`src/rtl/wavegen_pkg.sv`:
```
// wavegen_pkg: shared definitions for the multi-channel waveform generator.
// Holds the MODE codes, the mode_t type and the phase-to-code shaping function.
package wavegen_pkg;

    localparam logic [1:0] MODE_SAW_UP   = 2'd0;
    localparam logic [1:0] MODE_SAW_DOWN = 2'd1;
    localparam logic [1:0] MODE_TRIANGLE = 2'd2;
    localparam logic [1:0] MODE_SQUARE   = 2'd3;

    typedef enum logic [1:0] {
        SHAPE_SAW_UP   = MODE_SAW_UP,
        SHAPE_SAW_DOWN = MODE_SAW_DOWN,
        SHAPE_TRIANGLE = MODE_TRIANGLE,
        SHAPE_SQUARE   = MODE_SQUARE
    } mode_t;

    // Widest code the shaper handles; callers truncate to their DATA_W.
    localparam int unsigned SHAPE_W = 32;

    // Shape one phase into a DAC code. 'mask' has the low DATA_W bits set so
    // the bitwise complements stay inside the channel's code width.
    function automatic logic [SHAPE_W-1:0] shape(
        input mode_t              mode,
        input logic [SHAPE_W-1:0] top,
        input logic [SHAPE_W-1:0] t,
        input logic               msb,
        input logic [SHAPE_W-1:0] duty,
        input logic               inv,
        input logic [SHAPE_W-1:0] mask
    );
        logic [SHAPE_W-1:0] code;
        code = '0;
        case (mode)
            SHAPE_SAW_UP:   code = top;
            SHAPE_SAW_DOWN: code = ~top & mask;
            SHAPE_TRIANGLE: code = msb ? (~t & mask) : t;
            SHAPE_SQUARE:   code = (top < duty) ? mask : '0;
            default:        code = '0;
        endcase
        return code ^ ({SHAPE_W{inv}} & mask);
    endfunction

endpackage

```
`src/rtl/wavegen_channel.sv`:
```
// wavegen_channel: one phase accumulator plus shaper and registered output code.
// Ports: clk/rst_n, shared tick and phase_rst, per-channel step/mode/invert/duty,
// registered sample code out.
module wavegen_channel
    import wavegen_pkg::*;
#(
    parameter int unsigned DATA_W = 12,
    parameter int unsigned ACC_W  = 16
) (
    input  logic              clk,
    input  logic              rst_n,
    input  logic              i_tick,
    input  logic              i_phase_rst,
    input  logic [ACC_W-1:0]  i_step,
    input  mode_t             i_mode,
    input  logic              i_invert,
    input  logic [DATA_W-1:0] i_duty,
    output logic [DATA_W-1:0] o_sample
);

    localparam logic [SHAPE_W-1:0] MASK = SHAPE_W'({DATA_W{1'b1}});

    logic [ACC_W-1:0]  r_acc;
    logic [DATA_W-1:0] r_sample;
    logic [ACC_W-1:0]  w_acc_next;
    logic [DATA_W-1:0] w_top;
    logic [DATA_W-1:0] w_t;
    logic [DATA_W-1:0] w_code;

    // The output is shaped from the new phase, not the one being replaced.
    assign w_acc_next = r_acc + i_step;
    assign w_top      = w_acc_next[ACC_W-1 -: DATA_W];
    assign w_t        = w_acc_next[ACC_W-2 -: DATA_W];
    assign w_code     = DATA_W'(shape(i_mode, SHAPE_W'(w_top), SHAPE_W'(w_t),
                                      w_acc_next[ACC_W-1], SHAPE_W'(i_duty),
                                      i_invert, MASK));

    // Phase clear wins over a tick and leaves the last code on the output.
    always_ff @(posedge clk or negedge rst_n) begin
        if (!rst_n) begin
            r_acc    <= '0;
            r_sample <= '0;
        end else if (i_phase_rst) begin
            r_acc    <= '0;
        end else if (i_tick) begin
            r_acc    <= w_acc_next;
            r_sample <= w_code;
        end
    end

    assign o_sample = r_sample;

endmodule

```
`src/rtl/multi_waveform_generator.sv`:
```
// multi_waveform_generator: NCH-channel DDS waveform source feeding the DAC driver.
// A shared prescaler produces a sample tick every PERIOD clocks; each channel
// advances its own phase accumulator and shapes it into a DAC code.
// Ports: CLK_50M, RST_N (async active-low), ENABLE, PERIOD, PHASE_RST, STEP,
// MODE, INVERT, DUTY (only with WAVEGEN_DUTY_EN), SAMPLE_OUT, SAMPLE_VALID.
// Config macro WAVEGEN_DUTY_EN: adds the per-channel DUTY threshold port;
// otherwise the square threshold is fixed at half scale.
module multi_waveform_generator
    import wavegen_pkg::*;
#(
    parameter int unsigned NCH    = 2,
    parameter int unsigned DATA_W = 12,
    parameter int unsigned ACC_W  = 16,
    parameter int unsigned DIV_W  = 30
) (
    input  logic                  CLK_50M,
    input  logic                  RST_N,
    input  logic                  ENABLE,
    input  logic [DIV_W-1:0]      PERIOD,
    input  logic                  PHASE_RST,
    input  logic [NCH*ACC_W-1:0]  STEP,
    input  logic [NCH*2-1:0]      MODE,
    input  logic [NCH-1:0]        INVERT,
`ifdef WAVEGEN_DUTY_EN
    input  logic [NCH*DATA_W-1:0] DUTY,
`endif
    output logic [NCH*DATA_W-1:0] SAMPLE_OUT,
    output logic                  SAMPLE_VALID
);

    localparam logic [DATA_W-1:0] DUTY_HALF = {1'b1, {(DATA_W-1){1'b0}}};

    logic [DIV_W-1:0] r_cnt;
    logic             r_valid;
    logic             w_tick;

    // Periods 0 and 1 tick every cycle; >= lets a shrunken PERIOD wrap at once.
    assign w_tick = ENABLE &&
                    ((PERIOD <= DIV_W'(1)) || (r_cnt >= (PERIOD - DIV_W'(1))));

    // Prescaler: restarts from 0 after a tick, a phase clear or while disabled.
    always_ff @(posedge CLK_50M or negedge RST_N) begin
        if (!RST_N) begin
            r_cnt   <= '0;
            r_valid <= 1'b0;
        end else begin
            r_valid <= w_tick && !PHASE_RST;
            if (PHASE_RST || !ENABLE || w_tick) begin
                r_cnt <= '0;
            end else begin
                r_cnt <= r_cnt + DIV_W'(1);
            end
        end
    end

    assign SAMPLE_VALID = r_valid;

    for (genvar k = 0; k < NCH; k++) begin : g_ch
        logic [DATA_W-1:0] w_duty;
`ifdef WAVEGEN_DUTY_EN
        assign w_duty = DUTY[k*DATA_W +: DATA_W];
`else
        assign w_duty = DUTY_HALF;
`endif
        wavegen_channel #(
            .DATA_W (DATA_W),
            .ACC_W  (ACC_W)
        ) u_ch (
            .clk         (CLK_50M),
            .rst_n       (RST_N),
            .i_tick      (w_tick),
            .i_phase_rst (PHASE_RST),
            .i_step      (STEP[k*ACC_W +: ACC_W]),
            .i_mode      (mode_t'(MODE[k*2 +: 2])),
            .i_invert    (INVERT[k]),
            .i_duty      (w_duty),
            .o_sample    (SAMPLE_OUT[k*DATA_W +: DATA_W])
        );
    end

endmodule

```
`config.mk`:
```
export PLATFORM = sky130hd
export DESIGN_NAME = multi_waveform_generator
export DESIGN_NICKNAME = d
export VERILOG_FILES = /design/src/rtl/wavegen_pkg.sv /design/src/rtl/wavegen_channel.sv /design/src/rtl/multi_waveform_generator.sv
export SDC_FILE = /design/constraint.sdc
export NUM_CORES = 1
export LEC_CHECK = 0
export BUFFER_PORTS_ARGS = -buffer_cell sky130_fd_sc_hd__buf_4
export CAP_MARGIN = 10
export CORE_MARGIN = 8
export CORE_UTILIZATION = 47
export CTS_CLUSTER_DIAMETER = 80
export DETAILED_ROUTE_END_ITERATION = 10
export MAX_ROUTING_LAYER = met4
export PLACE_DENSITY = 0.73
export SYNTH_ARGS = -nofsm -noshare
export SYNTH_HDL_FRONTEND = slang
export SYNTH_SLANG_ARGS = --single-unit
```
`constraint.sdc`:
```
create_clock -name CLK_50M -period 4.3 [get_ports CLK_50M]
set_input_delay 0.86 -clock CLK_50M [delete_from_list [all_inputs] [get_ports CLK_50M]]
set_output_delay 0.86 -clock CLK_50M [all_outputs]
set_load 0.01 [all_outputs]
```
# Word-level counts from Yosys, hierarchy flattened
# Cells that the tools add are included.
# Widths: inputs -> output; s select.
# op_classes
add_sub_neg,4
n_lt_le_gt_ge,4
n_eq_ne,6
mux,11
bitwise,7
reduce_logical,11
# op_table
operator,n
$pmux 12 s4,2
$mux 16,4
$mux 12,4
$not 12->12,4
$add 16x16->16,2
$add 30x1->30 const B,1
$ge 30x30->1,1
$le 30x1->1 const B,1
$mux 30,1
$sub 30x1->30 const B,1
$lt 12x12->1 const B,2
$xor 12x12->12,2
$eq 2x2->1 const B,4
$eq 2x1->1 const B,2
$logic_not 2->1,2
$logic_or 1x1->1,3
$logic_and 1x1->1,2
$logic_not 1->1,2
$reduce_and 2->1,1
$reduce_bool 2->1,1
$not 1->1,1
# totals
reg_bits,87
input_bits,72
out_inout_bits,25
wordCells,49

# Depth between registers and ports, before layout
# Gate-level depths: netlist of run 1.
# logic_depth
depth_word,6
mapped_depth,18
depth_no_buf,17

# By module
# From an unflattened synthesis of run 1, not the netlist that was laid out.
# hier_totals
cells_unflattened,1015
area_unflattened_um2,9148.8
# by_module_without_submodules
mod,instances,cells_per_inst,area_per_inst_um2,seq_area_each_um2
wavegen_channel,2,344,2976.6,700.7
multi_waveform_generator,1,327,3195.6,775.7

# Least setup slack after synthesis of run 1
# Ideal clock, no wire load.
# synth_timing
path_kind,input -> register
from,input port PERIOD[7]
to,register g_ch[0].u_ch.r_sample[10]
setup_ns,0.111
t_arrival_ns,4.241
path_slack_ns,-0.052
cell_stages,18
n_path_buf,1
path_cell_list,or4_1 > nor3_1 > nand3_1 > nor2b_1 > nand3_1 > xor2_1 > ha_1 > a211o_1 > o211ai_1 > a21oi_1 > nor3_1 > o21a_1 > a21o_1 > buf_6 > clkinv_2 > nand3_1 > mux2i_1 > a2111oi_2
# synth_between
elab_chain_len,5
elab_cells_between_ends,6
classes_between,add/sub: 1; order compare: 2; reduce/logical: 3
# synth_lines
element,line,rtl
start: declaration,multi_waveform_generator.sv:19,"input logic [DIV_W-1:0] PERIOD,"
$sub 30x1->30,multi_waveform_generator.sv:39,((PERIOD <= DIV_W'(1)) || (r_cnt >= (PERIOD - DIV_W'(1))));
$ge 30x30->1,multi_waveform_generator.sv:39,
$logic_or 1x1->1 *,multi_waveform_generator.sv:39,
$logic_and 1x1->1 *,multi_waveform_generator.sv:38,assign w_tick = ENABLE &&
$reduce_and 2->1 (no line) *,n/a,
end signal: assignment,wavegen_channel.sv:47,r_sample <= w_code;
end: declaration,wavegen_channel.sv:24,logic [DATA_W-1:0] r_sample;
# Every way passes the cells marked *; elsewhere a longest branch is shown, timed or not.
# A chain may end at the register's enable or synchronous reset.

# Worst setup path in the final report of run 1
# layout_timing
from,input port PERIOD[7]
to,register g_ch[0].u_ch.r_acc[15]
# layout_between
elab_chain_len,5
elab_cells_between_ends,6
classes_between,add/sub: 1; order compare: 2; reduce/logical: 3
# layout_lines
element,line,rtl
$sub 30x1->30,multi_waveform_generator.sv:39,
$ge 30x30->1,multi_waveform_generator.sv:39,
$logic_or 1x1->1 *,multi_waveform_generator.sv:39,
$logic_and 1x1->1 *,multi_waveform_generator.sv:38,
$reduce_bool 2->1 (no line) *,n/a,
end signal: assignment,wavegen_channel.sv:46,r_acc <= w_acc_next;
end: declaration,wavegen_channel.sv:23,logic [ACC_W-1:0] r_acc;
# Marks and branches as above.

==> results of run 1 <==
## final timing paths
| path | start | end | slack, ns | cells past startpoint |
|---|---|---|---|---|
| hold / removal | g_ch[1].u_ch.o_sample[0] | g_ch[1].u_ch.o_sample[0] | 0.48 | 2 |
| setup / recovery | PERIOD[7] | g_ch[0].u_ch.r_acc[15] | 0.22 | 17 |
| max in group asynchronous | RST_N | g_ch[1].u_ch.o_sample[0] | 2.88 | 2 |
| setup reg to reg | g_ch[0].u_ch.r_acc[0] | g_ch[0].u_ch.o_sample[10] | 1.04 | 11 |
| min in group asynchronous | RST_N | r_cnt[9] | 0.64 | 1 |
| hold reg to reg | g_ch[1].u_ch.o_sample[0] | g_ch[1].u_ch.o_sample[0] | 0.48 | 2 |
## flip-flops by register name (all words and copies together) (netlist names)
register / flops
SAMPLE_VALID: 1
g_ch.u_ch.o_sample: 24
r_cnt: 30
g_ch.u_ch.r_acc: 32
## stage by stage
step	setup TNS (ns)	hold WS (ns)	worst slack (ns)	area [µm²]
5_1_grt	-0.110	0.516	-0.0784	8820
3_5_place_dp	-3.20	0.476	-0.208	8450
3_3_place_gp	-1.55	0.465	-0.147	8450
6_report	0	0.483	0.219	8820
4_1_cts	0	0.490	0.112	8740
2_1_floorplan	0	0.467	0.0315	7350
## critical path: cells and delay by family
family | cells | cell delay (ns)
compound gates | 4 | 0.67
xor+xnor | 1 | 0.11
simple gates | 7 | 1.80
buf+inv | 4 | 0.59
fa+ha+maj | 1 | 0.32
## final cells by class
class | instances | area [µm²]
inverters | 25 | 95.1
repair buffers | 132 | 1040
well taps | 211 | 264
clock inverters | 5 | 58.8
clock buffers | 11 | 233
multi-input cells | 739 | 4960
fillers | 1411 | 6440
flip-flops and latches | 87 | 2180
## layout by cell type (no fill, tap or decap), types with 4 or more instances in the layout
| cell type | instances |
|---|---|
| buf_4 | 127 |
| nand2_1 | 110 |
| nor2_1 | 94 |
| dfrtp_1 | 87 |
| a21oi_1 | 68 |
| ha_1 | 63 |
| xnor2_1 | 61 |
| xor2_1 | 43 |
| nand3_1 | 37 |
| o21ai_0 | 27 |
| inv_1 | 23 |
| nand4_1 | 20 |
| nor3_1 | 17 |
| o211ai_1 | 16 |
| o21ai_1 | 16 |
| or3_1 | 14 |
| a211oi_1 | 13 |
| and3_1 | 11 |
| mux2i_1 | 10 |
| a21o_1 | 9 |
| clkbuf_16 | 9 |
| nor4_1 | 7 |
| o21a_1 | 7 |
| nand3b_1 | 5 |
| nor4_2 | 4 |
| nor2b_1 | 4 |
| a31oi_1 | 4 |
| a211o_1 | 4 |
| and2_1 | 4 |
| o21bai_1 | 4 |
## per-layer routing
metal  vias up  share of wire  GRT usage  wire length (µm)
met5         -              0          -                 0
met2       147           0.46      0.310              8510
met1      3152           0.47      0.250              8780
li1       3392              -          -                 -
met3        20          0.048     0.0334               882
met4         0          0.017     0.0679               315
## report_power, final
part,leakage [nW],switching (mW),internal [mW]
registers,1.21,0.00680,0.827
clock network,0.136,0.340,0.451
logic,2.63,0.202,0.159
## logic make-up (layout without fill, tap and decap cells)
kind of cell               after synthesis  count (layout)
and+or+nand+nor                        350             350
AOI/OAI and AO/OA                      208             208
xor gates and xnor gates               104             104
DFF                                     87              87
adders and majority gates               65              65
buffers and inverters                   61             173
muxes                                   12              12
## repair_timing
action	CTS	global route
resized for setup	0	11
buffers inserted	0	3
endpoints found under the setup margin	0	35
==> run metrics, run 1 <==
gr usage total=0.196; Largest stage delay, worst path=between 0.5 and 0.6 ns; Syn Std Cell Area=7340 µm²; Yosys reg bits=87; CTS Root Buffer Type=clkbuf_16; RSZ-0062 raised after global routing=yes; first-pass GRT wire length=31500 µm; crit path max fanout=14; final worst path period need=~4.1 ns; CP Cell Sequence=buf_4, or4_1, nor3_2, buf_4, nand3_2, nor3_2, xnor2_1, ha_1, nand4_1, nor4_2, o311a_1, o21ai_1, buf_4, a21o_1, buf_12, or3_1, a21oi_1; worst slew pin tran=0.993 ns; pwr/cell area=approximately 230 nW/µm²; prevailing post-synth register cell=dfrtp_1; Final Power=between 1.5 and 2 mW; Wirelength per Cell=15.3 µm; Core ar.=15300 µm²; initial drt markers=294; initial antenna violation count=0; P_leak=3.98 nW; Final Hold Vio Count=0; Util after Layout=0.578; # port buffers=96; GPL Wtd Cong=about 0.87; clock sink total=87; Net Count, Synth=about 1000; worst min-delay path category=flip-flop to flip-flop; CP Capture Type=flip-flop; sequential-to-total area share from yosys stat=0.297; most numerous cell in the Yosys netlist=nand2_1; Critical-path top delay cell=or4_1; CP Data Arrival Time=between 4 and 5 ns; Initial Util=0.481; CTS Buffer Depth=2; largest net degree at the start of global routing=74; die width=141 µm; synth unique cells=slightly below 80; DR vias=6711; f_max=245 MHz; Tcrit/Tclk final=0.949; slew margin rel.=0.333; peak supply drop=0.208 mV; post-synthesis mux area share=0.0167; Inserted Clock Buffers=9; Synth Area in Compound Gates=0.188; CP Launch Type=input pin; number of flops mapped to enable cells by yosys=0; clock latency on the worst-skew pair=0.35 ns; DR pass1 iterations=5; H-tree Lvls=3; vias per cell=approximately 5.5; Worst Path Required=4.57 ns; vias in the first global route=6574; clock slew at reported path FFs=0.06 ns; fraction of layout cells with a size suffix above 1=0.177; cell count after synthesis=887; Fin Clk Skew=0.00666 ns; Most common cell on crit path=buf_4; Post-CTS Hold Buffers=0; CTS tree=done; Post-DP HPWL=13900 µm; chip height=141 µm; post-synthesis async set-or-reset flop share=1.00; syn_area_per_cell=about 8.3 µm²; simple-gate portion of the synthesized area=0.225; synth top area cells=dfrtp_1 30%, ha_1 11%, xnor2_1 7.3%, nand2_1 5.7%, xor2_1 5.1%; XOR/XNOR share of the synthesized area=0.124; Routed WL=18500 µm; Max-cap violations=0; top post-synthesis cells by count=111 x nand2_1, 94 x nor2_1, 87 x dfrtp_1; Rows=45; Nets=~1100; number of inserted diodes=0; placed insts=1191; Post-route DRC=0; max-slew violations=0; setup violators final=0; critical path type=input pin to flip-flop; largest family of logic cells by synthesized area=simple AND/OR/NAND/NOR gates; IO Pins=97; Layout area overhead=20.2%; Syn. warnings=0; area leader, netlist=dfrtp_1; Yosys top cell area share=0.297; grt ovf=0; ANT nets after route=0; Die ar.=19900 µm²; Synth Area in Adders=0.113; outcome=finished clean; Finished Layout Cells=between 1000 and 1500
Power figures use the tool's default switching activity.
==> inputs of run 2 (changes only) <==
- CORE_MARGIN: 8 -> not set
==> run 2 against run 1 <==
Compared with the run above:
- combinational power increased by 1%
- power increased by 5.9%
- core utilization increased by 1.2 points
- critical path type unchanged
==> run metrics, run 2 (same netlist as run 1, synthesis figures left out) <==
CTS Root Buffer Type=clkbuf_16; max-slew violations=0 (unchanged); Largest stage delay, worst path=0.55 ns (about the same); H-tree Lvls=3 (unchanged); first-pass GRT wire length=30300 µm (-3.9%); IO Pins=97 (unchanged); Rows=45 (unchanged); gr usage total=0.239 (+0.0433); DR pass1 iterations=5 (unchanged); number of inserted diodes=0 (unchanged); Logic pwr share=0.174 (-0.008); CP Capture Type=flip-flop; GPL Wtd Cong=0.886 (+1.8%); worst slew pin tran=1.01 ns (+0.0133 ns); Core ar.=15200 µm² (-0.37%); Flop pwr share=0.396 (-0.024); initial antenna violation count=0 (unchanged); fraction of layout cells with a size suffix above 1=0.193 (+0.0160); crit path max fanout=5 (-9); Placement Cell Area=8410 µm² (-0.49%); Post-route DRC=0 (unchanged); switching share of total power=0.271 (-0.00590); Largest Register=g_ch.u_ch.r_acc; Initial Util=0.483 (+0.00178); Tcrit/Tclk final=0.958 (+0.00897); CP Data Arrival Time=4.37 ns (+0.02 ns); Nets=1136 (+0.44%); clock latency on the worst-skew pair=0.36 ns (about the same); CTS Buffer Depth=2 (unchanged); Fin Clk Skew=0.00693 ns (+0.000273 ns); commonest non-fill, non-tap cells in the layout=127 x buf_4, 110 x nand2_1, 92 x nor2_1; largest net degree at the start of global routing=67 (-9.5%); outcome=finished clean; sw power=569 µW (+3.6%); CP Cell Sequence=buf_6, or4_4, nor3_4, nor3b_2, nand4_1, nor4_2, xnor2_1, ha_1, a211o_1, o211ai_1, a21oi_1, nor3_1, o21a_1, a21o_1, inv_4, nand3_4, mux2i_2, a2111oi_2; final worst path period need=4.12 ns (+0.0386 ns); CTS tree=done; vias per cell=5.69 (+2.5%); Post-CTS Hold Buffers=0 (unchanged); P_leak=4.06 nW (+2.1%); clock sink total=87 (unchanged); Max-cap violations=0 (unchanged); Worst Path Required=4.55 ns (-0.02 ns); Inserted Clock Buffers=9 (unchanged); Routed WL=18200 µm (-1.4%); f_max=243 MHz (-0.94%); grt ovf=0 (unchanged); max reg flops=32 (unchanged); worst min-delay path category=flip-flop to flip-flop; Critical-path top delay cell=or4_4; cell-internal power=1.53 mW (+6.8%); initial drt markers=288 (-2.0%); area of the multi-input gates=5030 µm² (+1.5%); clock slew at reported path FFs=0.07 ns (about the same); CP Launch Type=input pin; vias in the first global route=6382 (-2.9%); DR vias=6779 (+1.0%); setup violators final=0 (unchanged); WHS=0.478 ns (-0.00552 ns); pwr/cell area=234 nW/µm² (+4.1%); Layout area overhead=22.3%; Die ar.=16100 µm² (-19%); finished layout cell area=8980 µm² (+1.8%); Util after Layout=0.591 (+0.0123); Wirelength per Cell=15.3 µm (about the same); commonest non-fill, non-tap cell in the layout=buf_4; chip height=127 µm (-9.9%); RSZ-0062 raised after global routing=yes; # port buffers=96 (unchanged); die width=127 µm (-9.9%); critical path type=input pin to flip-flop; Reg area=2180 µm² (unchanged); fillcell total=1378 (-2.3%); Final Hold Vio Count=0 (unchanged); Clk pwr share=0.430 (+0.032); slew margin rel.=0.324 (-0.00895); peak supply drop=0.192 mV (-7.7%); ANT nets after route=0 (unchanged); Post-DP HPWL=13400 µm (-4.0%)
[run 2: final timing paths]
| path | from | to | slack, ns | depth (start not counted) |
|---|---|---|---|---|
| max reg2reg | g_ch[0].u_ch.r_acc[0] | g_ch[0].u_ch.o_sample[10] | 1.02 | 11 |
| min reg2reg | g_ch[0].u_ch.o_sample[5] | g_ch[0].u_ch.o_sample[5] | 0.48 | 2 |
| min in group asynchronous | RST_N | r_cnt[8] | 0.60 | 1 |
| max | PERIOD[13] | g_ch[0].u_ch.o_sample[10] | 0.18 | 18 |
| max in group asynchronous | RST_N | g_ch[1].u_ch.o_sample[2] | 2.88 | 2 |
| min | g_ch[0].u_ch.o_sample[5] | g_ch[0].u_ch.o_sample[5] | 0.48 | 2 |
[run 2: through the flow]
stage,setup TNS (ns),setup WS (ns),std cells,power (mW)
3_3_place_gp,-4.61,-0.186,1168,1.20
3_5_place_dp,-5.96,-0.216,1168,1.21
6_report,0,0.180,1192,2.10
4_1_cts,0,0.121,1184,2.11
2_1_floorplan,0,0.0315,887,1.06
5_1_grt,-1.84,-0.139,1192,2.19
[run 2: layout make-up]
type                            instances  area share
Timing Repair Buffer                  137       0.122
Tap cell                              188      0.0262
Clock inverter                          5     0.00962
Clock buffer                           11      0.0282
Multi-Input combinational cell        739       0.561
Sequential cell                        87       0.243
Inverter                               25      0.0107
[run 2: timing repair]
action,4_1_cts,5_1_grt
resized for setup,0,32
setup endpoints to repair,0,44
buffers inserted,0,7
[run 2: critical path, delay by kind of cell]
family	cells	cell delay [ns]
simple gates	7	1.70
compound gates	6	1.12
fa+ha+maj	1	0.31
buf+inv	2	0.17
xor+xnor	1	0.11
mux	1	0.09
[run 2: routing by layer]
| metal | vias up | GRT usage | wire [µm] |
|---|---|---|---|
| li1 | 3402 | - | - |
| met1 | 3224 | 0.315 | 8570 |
| met2 | 130 | 0.383 | 8580 |
| met3 | 23 | 0.0346 | 768 |
| met4 | 0 | 0.0700 | 306 |
| met5 | - | - | 0 |
[run 2: power groups by stage]
| stage | sequential (mW) | clock, mW | combinational, mW |
|---|---|---|---|
| global placement | 0.848 | 0 | 0.353 |
| detailed placement | 0.849 | 0 | 0.357 |
| global route | 0.834 | 0.946 | 0.406 |
| finish | 0.833 | 0.904 | 0.366 |
| floorplan | 0.851 | 0 | 0.209 |
| CTS | 0.833 | 0.918 | 0.359 |
==> inputs of run 3 (changes only) <==
- CTS_BUF_LIST: not set -> sky130_fd_sc_hd__clkbuf_16
==> run 3 against run 2 <==
Compared with the run above:
- sequential share of layout area is 0.054 points higher
- clock-buffer cell count is 2 lower
- first-iteration DRC count grew 6.9%
- flip-flop and latch count is the same
- worst setup slack worse by 0.0071 ns
- via count decreased by 0.25%
- critical endpoint unchanged
- sequential power is essentially flat
- largest cell class unchanged
- combinational power about the same
- clock skew shrank 0.0011 ns
- core utilization shrank 0.13 points
- non-clock buffer count unchanged
==> run metrics, run 3 (same netlist as run 1, synthesis figures left out) <==
crit path max fanout=5 (unchanged); critical path type=input pin to flip-flop; gr usage total=0.240 (about the same); clock sink total=87 (unchanged); Core ar.=15200 µm² (unchanged); worst reg2reg setup slack=1.02 ns (about the same); Reg area=2180 µm² (unchanged); # port buffers=96 (unchanged); pwr/cell area=230 nW/µm² (-1.7%); Rows=45 (unchanged); Initial Util=0.483 (unchanged); Setup crit end=g_ch[0].u_ch.o_sample[10]; Tcrit/Tclk final=0.960 (+0.00166); CTS Root Buffer Type=clkbuf_16; clock slew at reported path FFs=0.07 ns (about the same); max-slew violations=0 (unchanged); DP Worst Slack=-0.216 ns (unchanged); initial antenna violation count=0 (unchanged); placed insts=1168 (unchanged); FF-to-FF Start=g_ch[0].u_ch.r_acc[0]; fraction of layout cells with a size suffix above 1=0.191 (-0.00199); vias in the first global route=6383 (+0.016%); vias per cell=5.67 (-0.25%); commonest non-fill, non-tap cells in the layout=127 x buf_4, 110 x nand2_1, 92 x nor2_1; Final WS setup=0.173 ns (-0.00715 ns); RR Endpoint=g_ch[0].u_ch.o_sample[10]; worst slew pin tran=1.01 ns (+0.00680 ns); Largest Register=g_ch.u_ch.r_acc; Final Hold Vio Count=0 (unchanged); Worst Path Required=4.55 ns (about the same); setup violators final=0 (unchanged); CTS Buffer Depth=2 (unchanged); initial drt markers=308 (+6.9%); CTS tree=done; outcome=finished clean; max reg flops=32 (unchanged); die width=127 µm (unchanged); area of the multi-input gates=5030 µm² (unchanged); Post-route DRC=0 (unchanged); peak supply drop=0.191 mV (-0.48%); fillcell total=1379 (+0.073%); commonest non-fill, non-tap cell in the layout=buf_4; worst min-delay path category=flip-flop to flip-flop; Finished Layout Cells=1192 (unchanged); RSZ-0062 raised after global routing=yes; DR pass1 iterations=5 (unchanged); f_max=242 MHz (-0.17%); IO Pins=97 (unchanged); grt ovf=0 (unchanged); chip height=127 µm (unchanged); crit path from=PERIOD[13]; Layout area overhead=22.0%; P_leak=4.05 nW (-0.28%); Max-cap violations=0 (unchanged); Post-DP HPWL=13400 µm (unchanged); Routed WL=18200 µm (-0.15%); Nets=1136 (unchanged); WHS=0.478 ns (-0.00000500 ns); R2R cell count=11 (unchanged); CP Capture Type=flip-flop; final worst path period need=4.13 ns (+0.00715 ns); ANT nets after route=0 (unchanged); Inserted Clock Buffers=9 (unchanged); largest net degree at the start of global routing=67 (unchanged); GPL Wtd Cong=0.886 (unchanged); Fin Clk Skew=0.00587 ns (-0.00106 ns); CP Data Arrival Time=4.38 ns (about the same); number of inserted diodes=0 (unchanged); Post-CTS Hold Buffers=0 (unchanged); Wirelength per Cell=15.3 µm (-0.15%); first-pass GRT wire length=30300 µm (about the same); slew margin rel.=0.320 (-0.00457); H-tree Lvls=3 (unchanged); clock latency on the worst-skew pair=0.36 ns (about the same); DR vias=6762 (-0.25%); CP Launch Type=input pin; Die ar.=16100 µm² (unchanged)
run 3: cell type report:
class                           instances  share of cell area
Multi-Input combinational cell        739               0.562
Sequential cell                        87               0.243
Timing Repair Buffer                  137               0.123
Tap cell                              188              0.0263
Clock buffer                            9              0.0251
Inverter                               25              0.0108
Clock inverter                          7              0.0105
run 3: report_power, final:
part | internal (mW) | switching, mW | total, mW
clock | 0.510 | 0.353 | 0.864
combinational | 0.161 | 0.205 | 0.366
sequential | 0.827 | 0.00620 | 0.833
run 3: stage by stage:
stage                     area (µm²)  TNS (ns)  total power [mW]  utilization
after CTS                       8730         0              2.07        0.574
after global routing            8960     -1.83              2.15        0.589
after global placement          8410     -4.61              1.20        0.553
after floorplan                 7350         0              1.06            -
after detailed placement        8410     -5.96              1.21        0.553
final                           8960         0              2.06        0.589
run 3: worst min-delay path by stage:
stage	start	end	slack (ns)	cells past startpoint
floorplan	r_cnt[0]	r_cnt[0]	0.47	1
global placement	g_ch[0].u_ch.o_sample[6]	g_ch[0].u_ch.o_sample[6]	0.47	2
detailed placement	g_ch[0].u_ch.o_sample[5]	g_ch[0].u_ch.o_sample[5]	0.47	2
CTS	g_ch[0].u_ch.o_sample[5]	g_ch[0].u_ch.o_sample[5]	0.49	2
global route	g_ch[0].u_ch.o_sample[5]	g_ch[0].u_ch.o_sample[5]	0.52	2
finish	g_ch[0].u_ch.o_sample[5]	g_ch[0].u_ch.o_sample[5]	0.48	2
run 3: timing repair:
item	CTS	global route
setup endpoints to repair	0	44
resized for setup	0	32
buffers inserted	0	7
run 3: critical path: stages:
cell and delay (ns):
buf_6 0.09, or4_4 0.55, nor3_4 0.19, nor3b_2 0.21, nand4_1 0.19, nor4_2 0.30
xnor2_1 0.12, ha_1 0.31, a211o_1 0.26, o211ai_1 0.08, a21oi_1 0.09, nor3_1 0.19
o21a_1 0.18, a21o_1 0.21, inv_4 0.08, nand3_4 0.09, mux2i_2 0.09, a2111oi_2 0.29
run 3: routing by layer:
| metal | global-route usage | routed length, µm | vias up |
|---|---|---|---|
| met5 | - | 0 | - |
| met4 | 0.0679 | 297 | 0 |
| met3 | 0.0358 | 827 | 23 |
| met2 | 0.383 | 8570 | 144 |
| met1 | 0.316 | 8500 | 3197 |
| li1 | - | - | 3398 |
